<file path="src/rtl/ibex_pkg.sv">
// rtl/ibex_pkg.sv - trace record types, word sequence and header layout for the RVFI trace buffer
package ibex_pkg;

    typedef struct packed {
        logic [11:0] order;
        logic [31:0] pc;
        logic [31:0] insn;
        logic [31:0] rd_wdata;
        logic [31:0] mem_addr;
        logic [4:0]  rd_addr;
        logic [3:0]  rmask;
        logic [3:0]  wmask;
        logic        trap;
        logic        intr;
        logic        halt;
        logic [1:0]  mode;
        logic        lost;
    } trace_rec_t;

    typedef enum logic [2:0] {
        TRACE_HDR,
        TRACE_PC,
        TRACE_INSN,
        TRACE_WDATA,
        TRACE_MEM
    } trace_word_e;

    localparam int unsigned HDR_RD_LSB    = 27;
    localparam int unsigned HDR_RMASK_LSB = 23;
    localparam int unsigned HDR_WMASK_LSB = 19;
    localparam int unsigned HDR_TRAP_BIT  = 18;
    localparam int unsigned HDR_INTR_BIT  = 17;
    localparam int unsigned HDR_HALT_BIT  = 16;
    localparam int unsigned HDR_MODE_LSB  = 14;
    localparam int unsigned HDR_LOST_BIT  = 13;
    localparam int unsigned HDR_MEM_BIT   = 12;

    function automatic logic rec_has_mem(trace_rec_t r);
        return (|r.rmask) | (|r.wmask);
    endfunction

    function automatic logic [31:0] trace_hdr(trace_rec_t r);
        logic [31:0] h;
        h = '0;
        h[HDR_RD_LSB +: 5]    = r.rd_addr;
        h[HDR_RMASK_LSB +: 4] = r.rmask;
        h[HDR_WMASK_LSB +: 4] = r.wmask;
        h[HDR_TRAP_BIT]       = r.trap;
        h[HDR_INTR_BIT]       = r.intr;
        h[HDR_HALT_BIT]       = r.halt;
        h[HDR_MODE_LSB +: 2]  = r.mode;
        h[HDR_LOST_BIT]       = r.lost;
        h[HDR_MEM_BIT]        = rec_has_mem(r);
        h[11:0]               = r.order;
        return h;
    endfunction

endpackage

</file>
<file path="src/rtl/ibex_trace_fifo.sv">
// rtl/ibex_trace_fifo.sv - synchronous FIFO of trace records with wrap-bit pointers
module ibex_trace_fifo
    import ibex_pkg::*;
#(
    parameter int unsigned Depth = 4
) (
    input  logic                       clk_i,
    input  logic                       rst_ni,
    input  logic                       push_i,
    input  trace_rec_t                 data_i,
    input  logic                       pop_i,
    output trace_rec_t                 data_o,
    output logic                       full_o,
    output logic                       empty_o,
    output logic [$clog2(Depth):0]     level_o
);
    localparam int unsigned AW = $clog2(Depth);

    trace_rec_t    mem_q [Depth];
    logic [AW:0]   wr_ptr_q, wr_ptr_d;
    logic [AW:0]   rd_ptr_q, rd_ptr_d;

    always_comb begin
        wr_ptr_d = wr_ptr_q;
        rd_ptr_d = rd_ptr_q;
        if (push_i) wr_ptr_d = wr_ptr_q + 1'b1;
        if (pop_i)  rd_ptr_d = rd_ptr_q + 1'b1;
    end

    always_ff @(posedge clk_i or negedge rst_ni) begin
        if (!rst_ni) begin
            wr_ptr_q <= '0;
            rd_ptr_q <= '0;
        end else begin
            wr_ptr_q <= wr_ptr_d;
            rd_ptr_q <= rd_ptr_d;
        end
    end

    // Storage needs no reset: the head is only observed while the FIFO is non-empty.
    always_ff @(posedge clk_i) begin
        if (push_i) mem_q[wr_ptr_q[AW-1:0]] <= data_i;
    end

    assign data_o  = mem_q[rd_ptr_q[AW-1:0]];
    assign empty_o = (wr_ptr_q == rd_ptr_q);
    assign full_o  = (wr_ptr_q[AW] != rd_ptr_q[AW]) &&
                     (wr_ptr_q[AW-1:0] == rd_ptr_q[AW-1:0]);
    assign level_o = wr_ptr_q - rd_ptr_q;

endmodule

</file>
<file path="src/rtl/ibex_rvfi_trace_buffer.sv">
// rtl/ibex_rvfi_trace_buffer.sv - captures RVFI retirements and streams them as 32-bit trace words
module ibex_rvfi_trace_buffer
    import ibex_pkg::*;
#(
    parameter int unsigned Depth        = 4,
    parameter int unsigned DropCntWidth = 16
) (
    input  logic                      clk_i,
    input  logic                      rst_ni,
    input  logic                      trace_en_i,
    input  logic                      rvfi_valid,
    input  logic [63:0]               rvfi_order,
    input  logic [31:0]               rvfi_insn,
    input  logic                      rvfi_trap,
    input  logic                      rvfi_halt,
    input  logic                      rvfi_intr,
    input  logic [1:0]                rvfi_mode,
    input  logic [4:0]                rvfi_rd_addr,
    input  logic [31:0]               rvfi_rd_wdata,
    input  logic [31:0]               rvfi_pc_rdata,
    input  logic [31:0]               rvfi_mem_addr,
    input  logic [3:0]                rvfi_mem_rmask,
    input  logic [3:0]                rvfi_mem_wmask,
    output logic                      trace_valid_o,
    input  logic                      trace_ready_i,
    output logic [31:0]               trace_data_o,
    output logic                      trace_last_o,
    input  logic                      drop_clr_i,
    output logic [DropCntWidth-1:0]   drop_cnt_o,
    output logic [$clog2(Depth):0]    level_o
);
    trace_word_e              state_q, state_d;
    logic                     lost_q, lost_d;
    logic [DropCntWidth-1:0]  drop_cnt_q, drop_cnt_d;

    trace_rec_t  push_rec, head_rec;
    logic        fifo_full, fifo_empty;
    logic        capture, push, drop, hs, pop_rec, head_mem, word_last;
    logic [31:0] word;
    logic        unused_order;

    assign unused_order = ^rvfi_order[63:12];

    assign push_rec = '{order: rvfi_order[11:0], pc: rvfi_pc_rdata, insn: rvfi_insn,
                        rd_wdata: rvfi_rd_wdata, mem_addr: rvfi_mem_addr,
                        rd_addr: rvfi_rd_addr, rmask: rvfi_mem_rmask,
                        wmask: rvfi_mem_wmask, trap: rvfi_trap, intr: rvfi_intr,
                        halt: rvfi_halt, mode: rvfi_mode, lost: lost_q};

    ibex_trace_fifo #(.Depth(Depth)) u_fifo (
        .clk_i   (clk_i),
        .rst_ni  (rst_ni),
        .push_i  (push),
        .data_i  (push_rec),
        .pop_i   (pop_rec),
        .data_o  (head_rec),
        .full_o  (fifo_full),
        .empty_o (fifo_empty),
        .level_o (level_o)
    );

    assign head_mem = rec_has_mem(head_rec);

    always_comb begin
        word      = '0;
        word_last = 1'b0;
        state_d   = state_q;
        case (state_q)
            TRACE_HDR:   word = trace_hdr(head_rec);
            TRACE_PC:    word = head_rec.pc;
            TRACE_INSN:  word = head_rec.insn;
            TRACE_WDATA: begin
                word      = (head_rec.rd_addr == 5'd0) ? 32'd0 : head_rec.rd_wdata;
                word_last = !head_mem;
            end
            TRACE_MEM: begin
                word      = head_rec.mem_addr;
                word_last = 1'b1;
            end
            default: word = '0;
        endcase
        if (hs) begin
            case (state_q)
                TRACE_HDR:   state_d = TRACE_PC;
                TRACE_PC:    state_d = TRACE_INSN;
                TRACE_INSN:  state_d = TRACE_WDATA;
                TRACE_WDATA: state_d = head_mem ? TRACE_MEM : TRACE_HDR;
                default:     state_d = TRACE_HDR;
            endcase
        end
    end

    assign trace_valid_o = !fifo_empty;
    assign trace_data_o  = trace_valid_o ? word : 32'd0;
    assign trace_last_o  = trace_valid_o & word_last;
    assign hs            = trace_valid_o & trace_ready_i;
    assign pop_rec       = hs & word_last;

    // A completing record frees its slot in the same cycle, so a full FIFO may still accept.
    assign capture = rvfi_valid & trace_en_i;
    assign push    = capture & (!fifo_full | pop_rec);
    assign drop    = capture & fifo_full & !pop_rec;

    always_comb begin
        lost_d     = lost_q;
        drop_cnt_d = drop_clr_i ? '0 : drop_cnt_q;
        if (drop) begin
            lost_d = 1'b1;
            if (drop_cnt_d != {DropCntWidth{1'b1}}) drop_cnt_d = drop_cnt_d + 1'b1;
        end else if (push) begin
            lost_d = 1'b0;
        end
    end

    always_ff @(posedge clk_i or negedge rst_ni) begin
        if (!rst_ni) begin
            state_q    <= TRACE_HDR;
            lost_q     <= 1'b0;
            drop_cnt_q <= '0;
        end else begin
            state_q    <= state_d;
            lost_q     <= lost_d;
            drop_cnt_q <= drop_cnt_d;
        end
    end

    assign drop_cnt_o = drop_cnt_q;

endmodule

</file>
<file path="config.mk">
export PLATFORM = sky130hd
export DESIGN_NAME = ibex_rvfi_trace_buffer
export DESIGN_NICKNAME = d
export VERILOG_FILES = /design/src/rtl/ibex_pkg.sv /design/src/rtl/ibex_trace_fifo.sv /design/src/rtl/ibex_rvfi_trace_buffer.sv
export SDC_FILE = /design/constraint.sdc
export NUM_CORES = 1
export LEC_CHECK = 0
export ABC_AREA = 1
export CAP_MARGIN = 20
export CORE_MARGIN = 3
export CORE_UTILIZATION = 56
export CTS_BUF_LIST = sky130_fd_sc_hd__clkbuf_16
export CTS_CLUSTER_DIAMETER = 50
export CTS_CLUSTER_SIZE = 14
export DETAILED_ROUTE_END_ITERATION = 12
export PLACE_DENSITY = 0.86
export SYNTH_ARGS = -nofsm -noshare
export SYNTH_HDL_FRONTEND = slang
export SYNTH_SLANG_ARGS = --single-unit
export TNS_END_PERCENT = 1
</file>
<file path="constraint.sdc">
create_clock -name clk_i -period 12.53 [get_ports clk_i]
set_clock_uncertainty 0.2 [all_clocks]
set_input_delay 1.8795 -clock clk_i [delete_from_list [all_inputs] [get_ports clk_i]]
set_output_delay 1.8795 -clock clk_i [all_outputs]
set_load 0.01 [all_outputs]
</file>
Word-level counts from Yosys, hierarchy flattened
Memory sizes are Yosys's and may differ from the RTL's.
Cells that the tools add are included.

word-level totals
  register bits after elaboration = 26
  bits in writable memories = 636
  input bits = 216
  output and inout bits = 53
  logic and storage cells = 50
  memories kept = 1

operators by class
  add/sub/neg operators = 4
  eq/ne operators = 8
  mux-type cells = 13
  bitwise gates (word level) = 9
  reductions and logical operators = 10

memories
  name          depth  bits a word  rd ports  clocked after memory_dff  wr ports  line                   RTL
  u_fifo.mem_q  4      159          1         0                         1         ibex_trace_fifo.sv:19  trace_rec_t mem_q [Depth];

operators with widths
  operator                                                          number
  32-bit case mux with 5 select lines                               1
  32-bit two-way mux                                                2
  16-bit two-way mux                                                3
  16-bit by 1-bit adder with 16-bit output (second input constant)  1
  16-bit != test (second input constant)                            1
  3-bit case mux with 4 select lines                                1
  4-bit OR reduction                                                2
  1-bit bitwise AND                                                 7
  3-bit by 1-bit adder with 3-bit output (second input constant)    2
  3-bit by 2-bit == test with 1-bit output (second input constant)  2
  5-bit zero test                                                   1
  1-bit zero test                                                   4
  1-bit two-way mux                                                 4
  3-bit by 1-bit == test with 1-bit output (second input constant)  1
  3-bit == test                                                     1
  3-bit == test (second input constant)                             1
  3-bit zero test                                                   1
  3-bit two-way mux                                                 1
  3-bit subtractor                                                  1
  2-bit == test                                                     1
  1-bit bitwise OR                                                  2
  1-bit case mux with 2 select lines                                1
  2-bit nonzero test                                                1
  1-bit logical AND                                                 1
  1-bit != test                                                     1

Depth between registers and ports, before layout
Gate-level depths: netlist of run 1.
An unclocked memory read counts as a cell.

  depth after elaboration = 10
  gate-level depth with buffers = 17
  gate-level depth less buffers = 13

Modules after synthesis
A second synthesis of run 1 with hierarchy kept.

second synthesis, totals
  cell total of the unflattened synthesis = 3044
  area total of the unflattened synthesis = 29696.0 sq um

modules (own cells, without submodules)
  module                  instances  cells an instance  area an instance (sq um)  sequential area each (sq um)
  ibex_trace_fifo         1          2544               27035.9                   19248.5
  ibex_rvfi_trace_buffer  1          500                2660.1                    500.5

Least setup slack after synthesis of run 1
Ideal clock, no wire load.

  path kind = in2reg
  start = in trace_ready_i
  end = mem u_fifo.mem_q[0][0] (netlist name), enable pin
  library setup time = 0.680 ns
  arrival = 8.944 ns
  data required time = 11.650 ns
  slack = 2.706 ns
  cell stages on the path = 6
  path buffers = 0
  cell sequence = nand2_1 -> inv_2 -> nand2_4 -> nand2_2 -> nand2_2 -> nor2_1

between the ends
  cells in the longest elaborated chain, start to end = 6

ends and longest elaborated chain
  element                                  line                           RTL
  start, declared                          ibex_rvfi_trace_buffer.sv:25   input logic trace_ready_i,
  1-bit bitwise AND                        ibex_rvfi_trace_buffer.sv:96   assign hs = trace_valid_o & trace_ready_i;
  1-bit bitwise AND                        ibex_rvfi_trace_buffer.sv:97   assign pop_rec = hs & word_last;
  1-bit bitwise OR                         ibex_rvfi_trace_buffer.sv:101  assign push = capture & (!fifo_full | pop_rec);
  1-bit bitwise AND                        ibex_rvfi_trace_buffer.sv:101
  1-bit two-way mux                        ibex_trace_fifo.sv:42          if (push_i) mem_q[wr_ptr_q[AW-1:0]] <= data_i;
  1-bit two-way mux (not written as such)  ibex_trace_fifo.sv:42
  end, declared                            ibex_trace_fifo.sv:19

Every way passes these cells.

Worst setup path after layout of run 1
  start = reg u_fifo.rd_ptr_q[0]
  end = out trace_data_o[1]

between the ends
  cells in the longest elaborated chain, start to end = 5
  elaborated cells between the ends (all ways) = 6
  classes of those cells = eq/ne: 1; mux: 3; reduce/logical: 1; memory: 1

ends and longest elaborated chain
  element                              line                          RTL
  start, declared                      ibex_trace_fifo.sv:21         logic [AW:0] rd_ptr_q, rd_ptr_d;
  start signal, assigned               ibex_trace_fifo.sv:36         rd_ptr_q <= rd_ptr_d;
  memory 4 x 159 bit                   n/a
  5-bit zero test                      ibex_rvfi_trace_buffer.sv:73  word = (head_rec.rd_addr == 5'd0) ? 32'd0 : head_rec.rd_wdata;
  32-bit two-way mux                   ibex_rvfi_trace_buffer.sv:73
  32-bit case mux with 5 select lines  ibex_rvfi_trace_buffer.sv:68  case (state_q)
  32-bit two-way mux *                 ibex_rvfi_trace_buffer.sv:94  assign trace_data_o = trace_valid_o ? word : 32'd0;
  end, declared                        ibex_rvfi_trace_buffer.sv:26  output logic [31:0] trace_data_o,

Mark *: on every way between the ends. The rest lies on a longest branch, timed or not.

==> results.md, run 1 <==
- # resized after CTS: 0
- Leak pwr: approximately 10 nW
- Setup TNS: 0 ns
- Die width: 223 µm
- Wire length per cell: 22.3 µm
- Crit-path slowest cell: buf_4
- CP arrival: around 5.3 ns
- Worst slew pin tran: between 1 and 1.5 ns
- Pwr dens: between 200 and 250 nW/µm²
- Die Ht: 223 µm
- Clock Latency Late Sink: 0.61 ns
- Input/output buffers: between 200 and 250
- Total CTS buffers: 56
- Ys Warns: 0
- Critical path class: flip-flop to output pin
- Inst Count DP: 2787
- Pin count of the biggest net entering global routing: between 150 and 200
- Fraction of synthesized cell area taken by the top area cell type: 0.722
- Synth Register Bits: 662
- Root buffer cell: clkbuf_16
- Final Net Count: 2470
- Vias per cell: ~6
- Synthesis-to-layout area growth: 15.8%
- Total GRT Usage: 0.251
- Top flip-flop cell by instance count after synthesis: edfxtp_1
- Layout cells sized above 1: 0.0471
- Post-synth net total: between 2k and 2.5k
- Final WL: 64400 µm
- Vias in the first global route: 17.0k
- Vias: 17.5k
- Post-synthesis cell area: 26400 µm²
- Initial antenna violation count: 22
- Status: completed
- Total gr overflow: 0
- DRT iter0 DRCs: around 2.3k
- Worst rel slew slack: 0.194
- Total power: 6.70 mW
- Postcts setup bufs: 0
- Initial core utilization: 0.575
- Clk slew on worst S/H paths: 0.07 ns
- Worst-case clock buffer depth: 3
- Period minus WS final: 7.34 ns
- CP max FO: 93
- EDFF count, synth: 636
- Top cells by area, synth: edfxtp_1 72%, o21ai_0 5.1%, nor2_1 4.5%
- Crit path required time: between 10 and 15 ns
- Distinct cell type count after synthesis: 36
- Die ar.: ~50000 µm²
- Utilization after layout: 0.666
- DRT Pass-1 Iters: 6
- Routed Antenna Nets: 0
- Htree depth: 2
- Placer Congestion: approximately 0.84
- Final hold violations: 0
- RSZ-0062 raised after global routing: false
- Core area: 46000 µm²
- CP Capture Type: output pin
- Hold buffers post-CTS: 0
- Detail Placement HPWL: 36000 µm
- VDD IR max: about 220 µV
- Avg Cell Area, Syn: 12.7 µm²
- Cells along the critical path: buf_4 > buf_4 > buf_4 > o21ai_0 > o22ai_1 > nand2_1 > nand2_1 > a21oi_1 > a31oi_1 > clkdlybuf4s50_1
- Post-synth top cells: 636 x edfxtp_1, 320 x nor2_1, 292 x nand2_1
- Fmax: 0.136 GHz
- TritonCTS Sinks: about 660
- First-pass GRT wire length: 96500 µm
- Startpoint types: flip-flop
- Hold slack: 0.289 ns
- Register area share after synthesis: 0.747
- Count leader, synth: edfxtp_1
- Slowest stage delay, CP: 0.80 ns
- Final non-filler cell total: 2885
- CP most frequent cell: buf_4
- Drt drc: 0
- Max_cap viols: 0
- CTS tree: yes
- Area leader, netlist: edfxtp_1
- Gate Count Post-Synth: 2079
- Async S/R FF share, synth: 0.0393
- Top-level I/O count: 269
- Period utilization: 0.585
- Final Max Tran Viols: 0
- Hold crit path type: flip-flop to flip-flop
- # rows: 78
- Setup violations, final: 0
[final timing paths]
check / startpoint / endpoint / slack, ns / cells after the start
hold / removal: u_fifo.rd_ptr_q[2] / u_fifo.rd_ptr_q[2] / 0.29 / 1
min in group asynchronous: rst_ni / drop_cnt_o[15] / 1.45 / 2
setup / recovery: u_fifo.rd_ptr_q[0] / trace_data_o[1] / 5.19 / 10
max in group asynchronous: rst_ni / u_fifo.rd_ptr_q[1] / 10.38 / 2
hold reg to reg: u_fifo.rd_ptr_q[2] / u_fifo.rd_ptr_q[2] / 0.29 / 1
setup reg to reg: u_fifo.rd_ptr_q[0] / u_fifo.mem_q[2][24] / 7.05 / 14
[sequential cells by signal (all words and copies together), names as in the netlist]
| signal | count |
|---|---|
| u_fifo.wr_ptr_q | 3 |
| drop_cnt_o | 16 |
| u_fifo.rd_ptr_q | 3 |
| u_fifo.mem_q | 636 |
| lost_q | 1 |
| state_q | 3 |
[worst max-delay path, delay by kind of cell (launching register included)]
kind | cells | cell delay, ns
buffers and inverters | 4 | 2.94
AO/OA/AOI/OAI | 4 | 0.85
flip-flops | 1 | 0.45
AND/OR/NAND/NOR | 2 | 0.23
[power by group]
part / switching [mW] / internal, mW / leakage (nW)
clock network: 0.736 / 0.855 / 0.839
logic: 1.56 / 0.779 / 3.28
registers: 0.0641 / 2.70 / 6.12
[cells by family (layout without fill, tap and decap cells)]
logic type / after synthesis / after routing / share of synthesized area
xor gates and xnor gates: 18 / 18 / 0.00596
buffers and inverters: 182 / 373 / 0.0321
other: 0 / 15 / 0
AOI/OAI and AO/OA: 502 / 502 / 0.104
DFF: 662 / 662 / 0.747
adders and majority gates: 9 / 9 / 0.00454
and+or+nand+nor: 706 / 706 / 0.106
[metrics by stage]
step | setup WS, ns | cell area, µm²
after floorplan | 2.71 | 26400
after global placement | 6.05 | 29000
after detailed placement | 5.89 | 29000
after CTS | 5.23 | 30600
after global routing | 4.87 | 30600
final | 5.19 | 30600
[area by class of cell]
cell class | count | area (µm²)
well taps | 600 | 751
clock buffers | 57 | 1430
clock inverters | 26 | 185
flip-flops and latches | 662 | 19800
multi-input cells | 1235 | 5890
diodes | 15 | 37.5
inverters | 55 | 216
repair buffers | 235 | 2350
fillers | 3097 | 15300
[cells in the final DEF (no fill, tap or decap), types with 2 or more instances in the layout]
master           count
a31oi_1             18
clkdlybuf4s50_1    216
a32o_1               6
inv_8                3
xor2_1              11
nand3_1             72
ha_1                 8
nor3_2               2
nor3_1               5
a21oi_1             55
edfxtp_1           636
bufinv_16            2
nor2_4               4
or2_1                5
nand2_2              3
diode_2             15
inv_6                2
dfrtp_1             24
buf_4               15
o21ai_0            272
xnor2_1              7
a211oi_1            13
dfrtp_4              2
clkbuf_16           57
o22ai_1            126
nand2_4              2
nor2_1             315
nand4_1              2
o21ai_1             10
buf_12               4
inv_2                4
nand2_1            292
inv_1               63
clkinv_1             3
[layer usage]
metal  wire length (µm)  track usage  vias to the layer above
li1                   -            -                     7871
met1              24200        0.323                     8589
met2              32400        0.418                      835
met3               5560       0.0549                      146
met4               2080       0.0995                       22
met5                171            0                        -
Power figures use the tool's default switching activity.
==> run 2, diff against run 1 <==
==> constraint.sdc (replaced) <==
create_clock -name clk_i -period 7.64 [get_ports clk_i]
set_clock_uncertainty 0.2 [all_clocks]
set_input_delay 1.146 -clock clk_i [delete_from_list [all_inputs] [get_ports clk_i]]
set_output_delay 1.146 -clock clk_i [all_outputs]
set_load 0.01 [all_outputs]
==> results.md, run 2 (synthesized netlist as in run 1, its figures left out) <==
- Final non-filler cell total: ~2.9k
- Commonest non-fill, non-tap cells in the layout: 636 x edfxtp_1, 315 x nor2_1, 292 x nand2_1, 272 x o21ai_0, 216 x clkdlybuf4s50_1
- Drt drc: 0
- Worst slew pin tran: roughly 1.1 ns
- Core area: 46000 µm²
- Flop pwr share: 0.421
- Die width: 223 µm
- RSZ-0062 raised after global routing: false
- DRT iter0 DRCs: just under 2k
- Total gr overflow: 0
- Clk pwr share: 0.237
- Period utilization: 0.806
- Comb pwr share: 0.342
- Critical path class: flip-flop to output pin
- Final worst slack: 1.48 ns
- Pre-CTS setup slack: 2.23 ns
- R2R setup slack: 2.19 ns
- Status: completed
- Worst Setup SP: u_fifo.rd_ptr_q[0]
- Clk slew on worst S/H paths: 0.06 ns
- Inst Count DP: 2789
- CTS tree: yes
- Root buffer cell: clkbuf_16
- Setup violations, final: 0
- Vias: ~18k
- Synthesis-to-layout area growth: 15.9%
- # rows: 78
- Die ar.: 49900 µm²
- Final Max Tran Viols: 0
- Worst-case clock buffer depth: 3
- Worst R2R Path Depth: 13
- Htree depth: 2
- Initial core utilization: 0.575
- Worst rel slew slack: 0.280
- Launching point of the worst reg2reg path: u_fifo.rd_ptr_q[0]
- Hold buffers post-CTS: 0
- CP Capture Type: output pin
- Die Ht: approximately 220 µm
- Switching Fraction: 0.355
- Pwr dens: 359 nW/µm²
- Startpoint types: flip-flop
- Hold crit path type: flip-flop to flip-flop
- Crit path required time: 6.29 ns
- Vias in the first global route: roughly 18k
- Period minus WS final: 6.16 ns
- Total CTS buffers: 56
- Placed cell areas: 29000 µm²
- TritonCTS Sinks: 662
- Postcts setup bufs: 0
- Layout cells sized above 1: 0.0498
- Final hold violations: 0
- CP max FO: slightly below 90
- Vias per cell: 6.12
- R2r endpoint: u_fifo.mem_q[3][82]
- Fillcell total: 3133
- Fmax: 0.162 GHz
- Initial antenna violation count: 18
- Pin count of the biggest net entering global routing: about 210
- Commonest non-fill, non-tap cell in the layout: edfxtp_1
- CP arrival: 4.81 ns
- Routed Antenna Nets: 0
- # resized after CTS: 0
- Placer Congestion: between 0.8 and 0.9
- Final WL: 65700 µm
- Fin area: about 31000 µm²
- Top-level I/O count: 269
- Max reg flops: around 640
- DRT Pass-1 Iters: 6
- Switch Pwr: 3.90 mW
- Final Net Count: 2473
- Leak pwr: 10.2 nW
- Detail Placement HPWL: 37600 µm
- Pint: just over 7 mW
- Input/output buffers: 216
- Total GRT Usage: 0.257
- Max_cap viols: 0
- Clock Latency Late Sink: 0.63 ns
- VDD IR max: 292 µV
- Wire length per cell: 22.8 µm
- First-pass GRT wire length: between 90000 and 100000 µm
- Crit path to: trace_data_o[1]
- Worst hold stages: 1
==> run 2: cell count changes in the layout (fill, tap and decap cells not counted), sizes merged <==
| cell | change |
|---|---|
| inv | -8 |
| clkinv | +7 |
| diode | -5 |
| buf | +3 |
| clkbuf | -1 |
| clkinvlp | -1 |
==> run 2: routing by layer <==
metal  track usage  part of all wire
met4         0.112             0.041
met2         0.436              0.50
met5             0            0.0023
met1         0.319              0.36
met3        0.0601             0.094
==> run 2: critical path, stage by stage, from the launching register on <==
cell and delay, ns:
dfrtp_4 0.95, buf_4 0.80, nand2_1 0.11, nand3_1 0.12, nand2_1 0.13, nand3_1 0.12, o21ai_2 0.16, inv_2 0.56
nand2_1 0.12, a31oi_1 0.39, clkdlybuf4s50_1 0.63
==> run 2: worst min path at each step <==
stage | start | slack [ns] | endpoint
after CTS | u_fifo.rd_ptr_q[2] | 0.32 | u_fifo.rd_ptr_q[2]
after floorplan | u_fifo.rd_ptr_q[2] | 0.26 | u_fifo.rd_ptr_q[2]
final | u_fifo.rd_ptr_q[2] | 0.33 | u_fifo.rd_ptr_q[2]
after global placement | u_fifo.rd_ptr_q[2] | 0.29 | u_fifo.rd_ptr_q[2]
after detailed placement | u_fifo.rd_ptr_q[2] | 0.31 | u_fifo.rd_ptr_q[2]
after global routing | u_fifo.rd_ptr_q[2] | 0.33 | u_fifo.rd_ptr_q[2]
==> run 2: power groups by stage <==
| stage | logic (mW) | clock network, mW | registers, mW |
|---|---|---|---|
| 6_report | 3.76 | 2.61 | 4.63 |
| 5_1_grt | 4.07 | 2.78 | 4.65 |
| 4_1_cts | 3.73 | 2.64 | 4.62 |
| 3_5_place_dp | 3.70 | 0 | 4.70 |
| 3_3_place_gp | 3.56 | 0 | 4.67 |
| 2_1_floorplan | 2.27 | 0 | 4.67 |
==> run 2: per-stage QoR <==
stage	power, mW	setup TNS, ns	hold WS (ns)	util
3_5_place_dp	8.40	0	0.313	0.631
4_1_cts	11.0	0	0.322	0.666
6_report	11.0	0	0.325	0.667
2_1_floorplan	6.94	-1306.75	0.264	-
3_3_place_gp	8.24	0	0.293	0.631
5_1_grt	11.5	0	0.328	0.667
==> run 2: final cells by class <==
class | count | area (µm²) | share of cell area
clock inverter | 24 | 198 | 0.00645
antenna | 10 | 25.0 | 0.000816
inverter | 55 | 216 | 0.00706
multi-input combinational | 1235 | 5890 | 0.192
tap | 600 | 751 | 0.0245
timing repair buffer | 238 | 2420 | 0.0790
sequential | 662 | 19800 | 0.644
clock buffer | 56 | 1400 | 0.0457
==> run 3, diff against run 2 <==
==> constraint.sdc (replaced) <==
create_clock -name clk_i -period 6.05 [get_ports clk_i]
set_clock_uncertainty 0.2 [all_clocks]
set_input_delay 0.9075 -clock clk_i [delete_from_list [all_inputs] [get_ports clk_i]]
set_output_delay 0.9075 -clock clk_i [all_outputs]
set_load 0.01 [all_outputs]
==> results.md, run 3 (synthesized netlist as in run 1, its figures left out) <==
- Status: completed
- Final non-filler cell total: 2896
- CP max FO: between 150 and 200
- Pwr dens: 458 nW/µm²
- Crit-path slowest cell: dfrtp_4
- Setup TNS: 0 ns
- Die ar.: 49900 µm²
- Worst slew pin tran: 1.06 ns
- Input/output buffers: around 220
- Vias in the first global route: around 17k
- Clk slew on worst S/H paths: 0.06 ns
- Period minus WS final: approximately 5.5 ns
- Top-level I/O count: 269
- Min-delay src: u_fifo.rd_ptr_q[2]
- # rows: 78
- Final Max Tran Viols: 0
- Cells along the critical path: buf_12 > nand2_1 > nand3_1 > nand2_1 > nand3_1 > o21ai_2 > inv_2 > nand2_1 > a31oi_1 > clkdlybuf4s50_1
- Crit path required time: 4.94 ns
- Total CTS buffers: 57
- Max reg flops: 636
- Fillcell total: 3106
- First-pass GRT wire length: 98800 µm
- CP Capture Type: output pin
- Die width: 223 µm
- Detail Placement HPWL: 38500 µm
- Launching point of the worst reg2reg path: u_fifo.rd_ptr_q[1]
- Final worst slack: 0.530 ns
- Grt met2 use: 0.437
- Clock Latency Late Sink: 0.61 ns
- Commonest non-fill, non-tap cell in the layout: edfxtp_1
- Hold EP: u_fifo.rd_ptr_q[2]
- Core area: 46000 µm²
- GRT Max-Usage Layer: met2
- CP most frequent cell: nand2_1
- GR Util met3: 0.0503
- Met1 Usage GRT: 0.329
- Htree depth: 2
- Worst rel slew slack: 0.292
- Hold buffers post-CTS: 0
- Root buffer cell: clkbuf_16
- Slowest stage delay, CP: 0.81 ns
- Max_cap viols: 0
- Pin count of the biggest net entering global routing: 178
- Total gr overflow: 0
- Setup violations, final: 0
- Postcts setup bufs: 0
- Synthesis-to-layout area growth: 16.6%
- Wire length per cell: 22.7 µm
- RSZ-0062 raised after global routing: false
- Critical path class: flip-flop to output pin
- DRT Pass-1 Iters: 6
- Final WL: 65700 µm
- DRT iter0 DRCs: 2045
- Die Ht: 223 µm
- Fmax: 0.181 GHz
- # resized after CTS: 0
- CP arrival: 4.41 ns
- Worst R2R Path Depth: 13
- Inst Count DP: 2794
- Layout cells sized above 1: 0.0534
- Leak pwr: 10.4 nW
- Hold crit path type: flip-flop to flip-flop
- CTS tree: yes
- Placer Congestion: 0.829
- R2R setup slack: between 1.5 and 2 ns
- VDD IR max: approximately 550 µV
- Startpoint types: flip-flop
- Commonest non-fill, non-tap cells in the layout: 636 x edfxtp_1, 315 x nor2_1, 292 x nand2_1, 272 x o21ai_0, 216 x clkdlybuf4s50_1
- R2r endpoint: u_fifo.mem_q[3][92]
- Drt drc: 0
- Routed Antenna Nets: 0
- Initial antenna violation count: 12
- Vias: 17.6k
- Worst-case clock buffer depth: 3
- TritonCTS Sinks: 662
- Final Net Count: approximately 2.5k
- Final hold violations: 0
- Worst hold stages: 1
- Vias per cell: 6.08
- Period utilization: 0.912
- Total GRT Usage: 0.257
- Pre-CTS setup slack: 1.23 ns
- Initial core utilization: 0.575
run 3: cell count changes in the layout (fill, tap and decap cells not counted):
cell        before  now
clkinv_1         4    2
buf_4           15   20
inv_1           56   65
bufinv_16        2    5
clkbuf_16       56   59
clkinvlp_4       0    1
buf_16           1    0
inv_16           1    0
clkinv_8         1    0
run 3: stage by stage:
step | util | total power, mW | instance area [µm²] | hold WS, ns
after floorplan | - | 8.71 | 26500 | 0.264
after global placement | 0.632 | 10.4 | 29000 | 0.289
after detailed placement | 0.632 | 10.6 | 29000 | 0.292
after CTS | 0.670 | 14.1 | 30800 | 0.300
after global routing | 0.670 | 14.8 | 30800 | 0.352
final | 0.671 | 14.1 | 30800 | 0.298
run 3: worst max-delay path: cells and delay by family (launching register included):
kind                   cells  cell delay, ns
DFF                        1            0.81
buffers and inverters      3            1.80
AOI/OAI and AO/OA          2            0.52
and+or+nand+nor            5            0.59
run 3: final cells by class:
class	count	area (µm²)	area share
diodes	10	25.0	0.000812
clock buffers	59	1480	0.0479
well taps	600	751	0.0243
multi-input cells	1235	5890	0.191
clock inverters	33	285	0.00925
flip-flops and latches	662	19800	0.641
repair buffers	242	2430	0.0789
inverters	55	216	0.00702
run 3: worst max path at each step:
stage | startpoint | end | slack, ns | cells after the start
floorplan | u_fifo.rd_ptr_q[1] | u_fifo.mem_q[0][0] | -0.97 | 16
global placement | u_fifo.rd_ptr_q[0] | trace_data_o[1] | 1.29 | 10
detailed placement | u_fifo.rd_ptr_q[0] | trace_data_o[1] | 1.23 | 10
CTS | u_fifo.rd_ptr_q[0] | trace_data_o[1] | 0.58 | 10
global route | u_fifo.rd_ptr_q[0] | trace_data_o[1] | 0.31 | 10
finish | u_fifo.rd_ptr_q[0] | trace_data_o[1] | 0.53 | 10
run 3: power breakdown:
part | total (mW) | internal (mW) | switching [mW]
clock | 3.51 | 1.96 | 1.55
sequential | 5.78 | 5.59 | 0.187
combinational | 4.84 | 1.64 | 3.20
total | 14.1 | 9.18 | 4.95
run 3: layer usage:
metal / share of wire / up-vias / routed length, µm
li1: - / 7892 / -
met1: 0.38 / 8750 / 24800
met2: 0.50 / 811 / 33100
met3: 0.081 / 152 / 5330
met4: 0.035 / 14 / 2310
met5: 0.0014 / - / 90
